### src/rtl/raizing_latch_bank.sv
// raizing_latch_bank: bidirectional command-latch bank between the 68K main CPU
// and the Z80 sound CPU. M2S main-to-sub and S2M sub-to-main latches of DW bits.
// Each latch has a pending flag. Main-to-sub latches also have a sticky overrun flag.
// The sub CPU is interrupted either by a level IRQ or by a timed NMI pulse.

// One latch channel: data register plus pending flag (write wins over read).
module raizing_latch_chan #(
  parameter int DW = 8
) (
  input  logic          clk,
  input  logic          rst,
  input  logic          wr,
  input  logic          rd,
  input  logic [DW-1:0] din,
  output logic [DW-1:0] data,
  output logic          pend
);
  // Latch data on write; pend set by write, cleared by read, write wins.
  always_ff @(posedge clk) begin
    if (rst) begin
      data <= '0;
      pend <= 1'b0;
    end else begin
      if (wr) data <= din;
      if (wr)      pend <= 1'b1;
      else if (rd) pend <= 1'b0;
    end
  end
endmodule

module raizing_latch_bank #(
  parameter int M2S      = 2,
  parameter int S2M      = 2,
  parameter int DW       = 8,
  parameter int IRQ_MODE = 0,
  parameter int NMI_LEN  = 16
) (
  input  logic                                   CLK,
  input  logic                                   RESET,
  input  logic                                   M_WR,
  input  logic [((M2S>1)?$clog2(M2S):1)-1:0]     M_WADDR,
  input  logic [DW-1:0]                          M_DIN,
  input  logic                                   M_RD,
  input  logic [((S2M>1)?$clog2(S2M):1)-1:0]     M_RADDR,
  output logic [DW-1:0]                          M_DOUT,
  input  logic                                   M_OVR_CLR,
  output logic [S2M+M2S+M2S-1:0]                 M_STATUS,
  input  logic                                   S_WR,
  input  logic [((S2M>1)?$clog2(S2M):1)-1:0]     S_WADDR,
  input  logic [DW-1:0]                          S_DIN,
  input  logic                                   S_RD,
  input  logic [((M2S>1)?$clog2(M2S):1)-1:0]     S_RADDR,
  output logic [DW-1:0]                          S_DOUT,
  output logic                                   S_IRQ,
  output logic                                   S_NMI
);
  localparam int MAW = (M2S > 1) ? $clog2(M2S) : 1;
  localparam int SAW = (S2M > 1) ? $clog2(S2M) : 1;
  localparam int CW  = $clog2(NMI_LEN + 1);

  logic [M2S-1:0]         m2s_we, m2s_re, m2s_pend, m2s_ovr;
  logic [S2M-1:0]         s2m_we, s2m_re, s2m_pend;
  logic [M2S-1:0][DW-1:0] m2s_data;
  logic [S2M-1:0][DW-1:0] s2m_data;
  logic [DW-1:0]          s_rdata, m_rdata;

  // Address decode: out-of-range indices match no channel, so writes drop
  // and reads mux out zero without touching any flag.
  always_comb begin
    m2s_we  = '0;
    m2s_re  = '0;
    s_rdata = '0;
    for (int i = 0; i < M2S; i++) begin
      m2s_we[i] = M_WR && (M_WADDR == MAW'(i));
      m2s_re[i] = S_RD && (S_RADDR == MAW'(i));
      if (S_RADDR == MAW'(i)) s_rdata = m2s_data[i];
    end
  end

  // Same decode for the sub-to-main direction.
  always_comb begin
    s2m_we  = '0;
    s2m_re  = '0;
    m_rdata = '0;
    for (int i = 0; i < S2M; i++) begin
      s2m_we[i] = S_WR && (S_WADDR == SAW'(i));
      s2m_re[i] = M_RD && (M_RADDR == SAW'(i));
      if (M_RADDR == SAW'(i)) m_rdata = s2m_data[i];
    end
  end

  for (genvar g = 0; g < M2S; g++) begin : g_m2s
    raizing_latch_chan #(.DW(DW)) u_chan (
      .clk(CLK), .rst(RESET), .wr(m2s_we[g]), .rd(m2s_re[g]),
      .din(M_DIN), .data(m2s_data[g]), .pend(m2s_pend[g])
    );
  end

  for (genvar g = 0; g < S2M; g++) begin : g_s2m
    raizing_latch_chan #(.DW(DW)) u_chan (
      .clk(CLK), .rst(RESET), .wr(s2m_we[g]), .rd(s2m_re[g]),
      .din(S_DIN), .data(s2m_data[g]), .pend(s2m_pend[g])
    );
  end

  // Sticky overrun: a write onto a still-pending latch, unless the sub CPU
  // reads it in the same cycle. A new overrun beats the clear.
  always_ff @(posedge CLK) begin
    if (RESET) m2s_ovr <= '0;
    else       m2s_ovr <= (m2s_we & m2s_pend & ~m2s_re) |
                          (m2s_ovr & {M2S{~M_OVR_CLR}});
  end

  // Registered read ports; the data registers supply pre-write (old) data.
  always_ff @(posedge CLK) begin
    if (RESET) begin
      S_DOUT <= '0;
      M_DOUT <= '0;
    end else begin
      if (S_RD) S_DOUT <= s_rdata;
      if (M_RD) M_DOUT <= m_rdata;
    end
  end

  assign M_STATUS = {s2m_pend, m2s_pend, m2s_ovr};

  if (IRQ_MODE == 0) begin : g_irq
    logic irq_q;
    // Level IRQ follows the pending flags one cycle late.
    always_ff @(posedge CLK) begin
      if (RESET) irq_q <= 1'b0;
      else       irq_q <= |m2s_pend;
    end
    assign S_IRQ = irq_q;
    assign S_NMI = 1'b0;
  end else begin : g_nmi
    logic [CW-1:0] nmi_cnt;
    // NMI pulse timer: reload on every valid main write, so back-to-back
    // writes stretch the pulse without a gap.
    always_ff @(posedge CLK) begin
      if (RESET)                nmi_cnt <= '0;
      else if (|m2s_we)         nmi_cnt <= CW'(NMI_LEN);
      else if (nmi_cnt != '0)   nmi_cnt <= nmi_cnt - CW'(1);
    end
    assign S_NMI = (nmi_cnt != '0);
    assign S_IRQ = 1'b0;
  end

endmodule

### config.mk
export PLATFORM = sky130hd
export DESIGN_NAME = raizing_latch_bank
export DESIGN_NICKNAME = d
export VERILOG_FILES = /design/src/rtl/raizing_latch_bank.sv
export SDC_FILE = /design/constraint.sdc
export NUM_CORES = 1
export LEC_CHECK = 0
export BUFFER_PORTS_ARGS = -buffer_cell sky130_fd_sc_hd__buf_2
export CAP_MARGIN = 20
export CORE_ASPECT_RATIO = 1.5
export CORE_MARGIN = 3
export CORE_UTILIZATION = 57
export DETAILED_ROUTE_END_ITERATION = 6
export PLACE_DENSITY = 0.84
export SYNTH_ARGS = -nofsm -noshare
export SYNTH_HDL_FRONTEND = slang
export SYNTH_SLANG_ARGS = --single-unit
### constraint.sdc
create_clock -name CLK -period 2.6 [get_ports CLK]
set_clock_uncertainty 0.15 [all_clocks]
set_input_delay 0.13 -clock CLK [delete_from_list [all_inputs] [get_ports CLK]]
set_output_delay 0.13 -clock CLK [all_outputs]
set_load 0.1 [all_outputs]
==> flow_metrics.env <==
export IMPL_antenna_cells=0
export IMPL_rows=27
export IMPL_hold_end="g_s2m[1].u_chan.data[2]"
export IMPL_routabilityCongestion=0.735
export IMPL_grt_pass1_wl_um=7450
export IMPL_worstPathCellList="buf_2"
export IMPL_synthDistinctLibCells=23
export IMPL_grt_usage=0.204
export IMPL_wl_per_cell_um=13.3
export IMPL_cp_data_required_time_ns=2.32
export IMPL_area_delta_synth_final_pct=19.4
export IMPL_ys_ff_latch=55
export IMPL_drv_slew=0
export IMPL_totalWireLength_um=4580
export IMPL_rrSetupSlack_ns=1.64
export IMPL_synth_fp_nets=278
export IMPL_fin_crit_ns=1.41
export IMPL_drcViolationCount=0
export IMPL_design_core_area_mm2=0.00368
export IMPL_numClockSinks=55
export IMPL_cts_tree="done"
export IMPL_avgViaCountPerCell=5.28
export IMPL_cp_arrival_ns=1.13
export IMPL_power_w=0.00182
export IMPL_cts_repair_resized=0
export IMPL_fmax_mhz=711
export IMPL_placed_cell_area_mm2=0.00235
export IMPL_htreeDepth=2
export IMPL_irDropWorstVdd_mv=0.780
export IMPL_drive_gt1_frac=0.228
export IMPL_netlist_area_mm2=0.00221
export IMPL_rsz0062_at_grt="no"
export IMPL_fp_dieH_um=82.2
export IMPL_worstPathMaxFanout=4
export IMPL_r2r_start="g_m2s[0].u_chan.data[3]"
export IMPL_setup_violations=0
export IMPL_hold_path_depth=3
export IMPL_grt_pass1_vias=1724
export IMPL_crit_path_end_kind="output port"
export IMPL_slowest_delay_ns=0.44
export IMPL_leakage_nw=1.11
export IMPL_vias=1821
export IMPL_io_pins=51
export IMPL_first_iter_violations=56
export IMPL_clkLatencyLatePin_ns=0.31
export IMPL_critPathBufInv=1
export IMPL_firstDrtPassIters=4
export IMPL_min_path_type="in -> reg"
export IMPL_fp_dieW_um=56.8
export IMPL_grt_max_degree=39
export IMPL_path_delay_family="buffers and inverters"
export IMPL_ant_nets=0
export IMPL_cts_buffer_depth=2
export IMPL_antenna_found_initial=0
export IMPL_slowest_stage="buf_2"
export IMPL_outcome="complete, no violations"
export IMPL_nFillCells=293
export IMPL_cts_buffers_inserted=5
export IMPL_worstSetupPathType="reg -> out"
export IMPL_fin_hold_ws_ns=0.0321
export IMPL_reg2reg_depth=2
export IMPL_start_util=0.599
export IMPL_seq_area_frac_synth=0.499
export IMPL_min_from="S_WADDR"
export IMPL_clkTransAtPathRegs_ns=0.10
export IMPL_r2r_end="S_DOUT[3]"
export IMPL_powerDensity_mw_per_mm2=691
export IMPL_fin_crit_sh=0.541
export IMPL_cts_root_buf="clkbuf_8"
export IMPL_drv_cap=0
export IMPL_dp_hpwl_um=3050
export IMPL_slew_headroom=0.518
export IMPL_fin_nets=328
export IMPL_final_setup_tns_ns=0
export IMPL_stdcell_area_mm2=0.00263
export IMPL_startpoint_type="flop"
export IMPL_synthCells=251
export IMPL_port_buffers=49
export IMPL_grt_ovfl_total=0
export IMPL_design_die_area_mm2=0.00467
export IMPL_avgSynthCellArea_um2=8.79
export IMPL_postCtsSetupBuffers=0
export IMPL_tightest_slew_ns=0.723
export IMPL_yosysWarnings=0
export IMPL_hold_violations=0
==> final cells by class <==
cell class / instances / area (um2) / share of cell area
flip-flops and latches: 55 / 1100 / 0.418
well taps: 43 / 53.8 / 0.0204
inverters: 2 / 7.51 / 0.00285
clock inverters: 3 / 47.5 / 0.0181
clock buffers: 5 / 68.8 / 0.0261
repair buffers: 67 / 435 / 0.165
multi-input cells: 170 / 920 / 0.349
==> registers in the layout, indices dropped and copies added (netlist names) <==
| name | cells |
|---|---|
| g_m2s.u_chan.data | 16 |
| m2s_ovr | 2 |
| g_s2m.u_chan.data | 16 |
| M_DOUT | 8 |
| g_m2s.u_chan.pend | 2 |
| S_DOUT | 8 |
| S_IRQ | 1 |
| g_s2m.u_chan.pend | 2 |
==> cells in the final DEF, fill, tap and decap left out <==
| master | netlist | final |
|---|---|---|
| nand2_1 | 60 | 60 |
| clkinv_4 | 0 | 1 |
| nand2b_1 | 2 | 2 |
| a211oi_1 | 16 | 16 |
| nand2_2 | 2 | 2 |
| inv_6 | 0 | 1 |
| buf_2 | 7 | 49 |
| buf_12 | 0 | 1 |
| o31ai_1 | 1 | 1 |
| and2_1 | 1 | 1 |
| nand2b_4 | 1 | 1 |
| dfxtp_1 | 55 | 55 |
| a21oi_2 | 8 | 8 |
| o21ai_0 | 2 | 2 |
| clkbuf_8 | 1 | 5 |
| nand3_1 | 9 | 9 |
| a21oi_1 | 29 | 29 |
| dlygate4sd3_1 | 0 | 17 |
| nor2b_1 | 2 | 2 |
| nor2_1 | 20 | 20 |
| inv_1 | 2 | 2 |
| bufinv_16 | 0 | 1 |
| conb_1 | 1 | 1 |
| mux2i_1 | 16 | 16 |
==> cell families (layout without fill, tap and decap cells) <==
logic type             after synthesis  after routing  share of synthesized area
flip-flops                          55             55                      0.499
AND/OR/NAND/NOR                     97             97                      0.183
other                                1              1                    0.00170
buffers and inverters               26             77                     0.0839
multiplexers                        16             16                     0.0726
AO/OA/AOI/OAI                       56             56                      0.160
==> cells in the mapped netlist, drive strengths merged <==
cell	count	area share
nand3	9	0.020
o21ai	2	0.0045
o31ai	1	0.0034
a211oi	16	0.054
and2	1	0.0028
nor2b	2	0.0057
mux2i	16	0.073
buf	21	0.070
nor2	20	0.034
inv	2	0.0034
dfxtp	55	0.50
nand2b	3	0.012
conb	1	0.0017
clkbuf	3	0.010
a21oi	37	0.098
nand2	62	0.11
==> power breakdown <==
group | switching, W | internal (W)
clock network | 0.000282 | 0.000292
logic | 0.000251 | 0.0000884
registers | 0.0000208 | 0.000885
==> what timing repair did <==
item                                   CTS  global route
endpoints found under the hold margin   34             0
hold buffers                            17             0
setup endpoints to repair                0             0
==> stage by stage <==
step | utilization | instances | setup slack [ns]
after global routing | 0.715 | 345 | 1.14
final | 0.715 | 345 | 1.19
after floorplan | - | 251 | 1.13
after CTS | 0.715 | 345 | 1.18
after global placement | 0.637 | 320 | 1.31
after detailed placement | 0.637 | 320 | 1.29
==> metal layers <==
metal,vias to the layer above,wire [um],track usage
met2,37,2560,0.413
met1,850,1770,0.194
met5,-,0,0
li1,929,-,-
met3,5,192,0.0451
met4,0,63,0.0835
==> how the worst max path moves through the flow <==
stage	slack, ns	from	cells after the start	end
final	1.19	g_m2s[1].u_chan.pend	1	M_STATUS[3]
after global routing	1.14	g_m2s[1].u_chan.pend	1	M_STATUS[3]
after CTS	1.18	g_m2s[1].u_chan.pend	1	M_STATUS[3]
after detailed placement	1.29	S_WR	4	g_s2m[0].u_chan.data[1]
after global placement	1.31	RESET	3	S_DOUT[6]
after floorplan	1.13	M_DOUT[7]	2	M_DOUT[7]
Power figures use the tool's default switching activity.
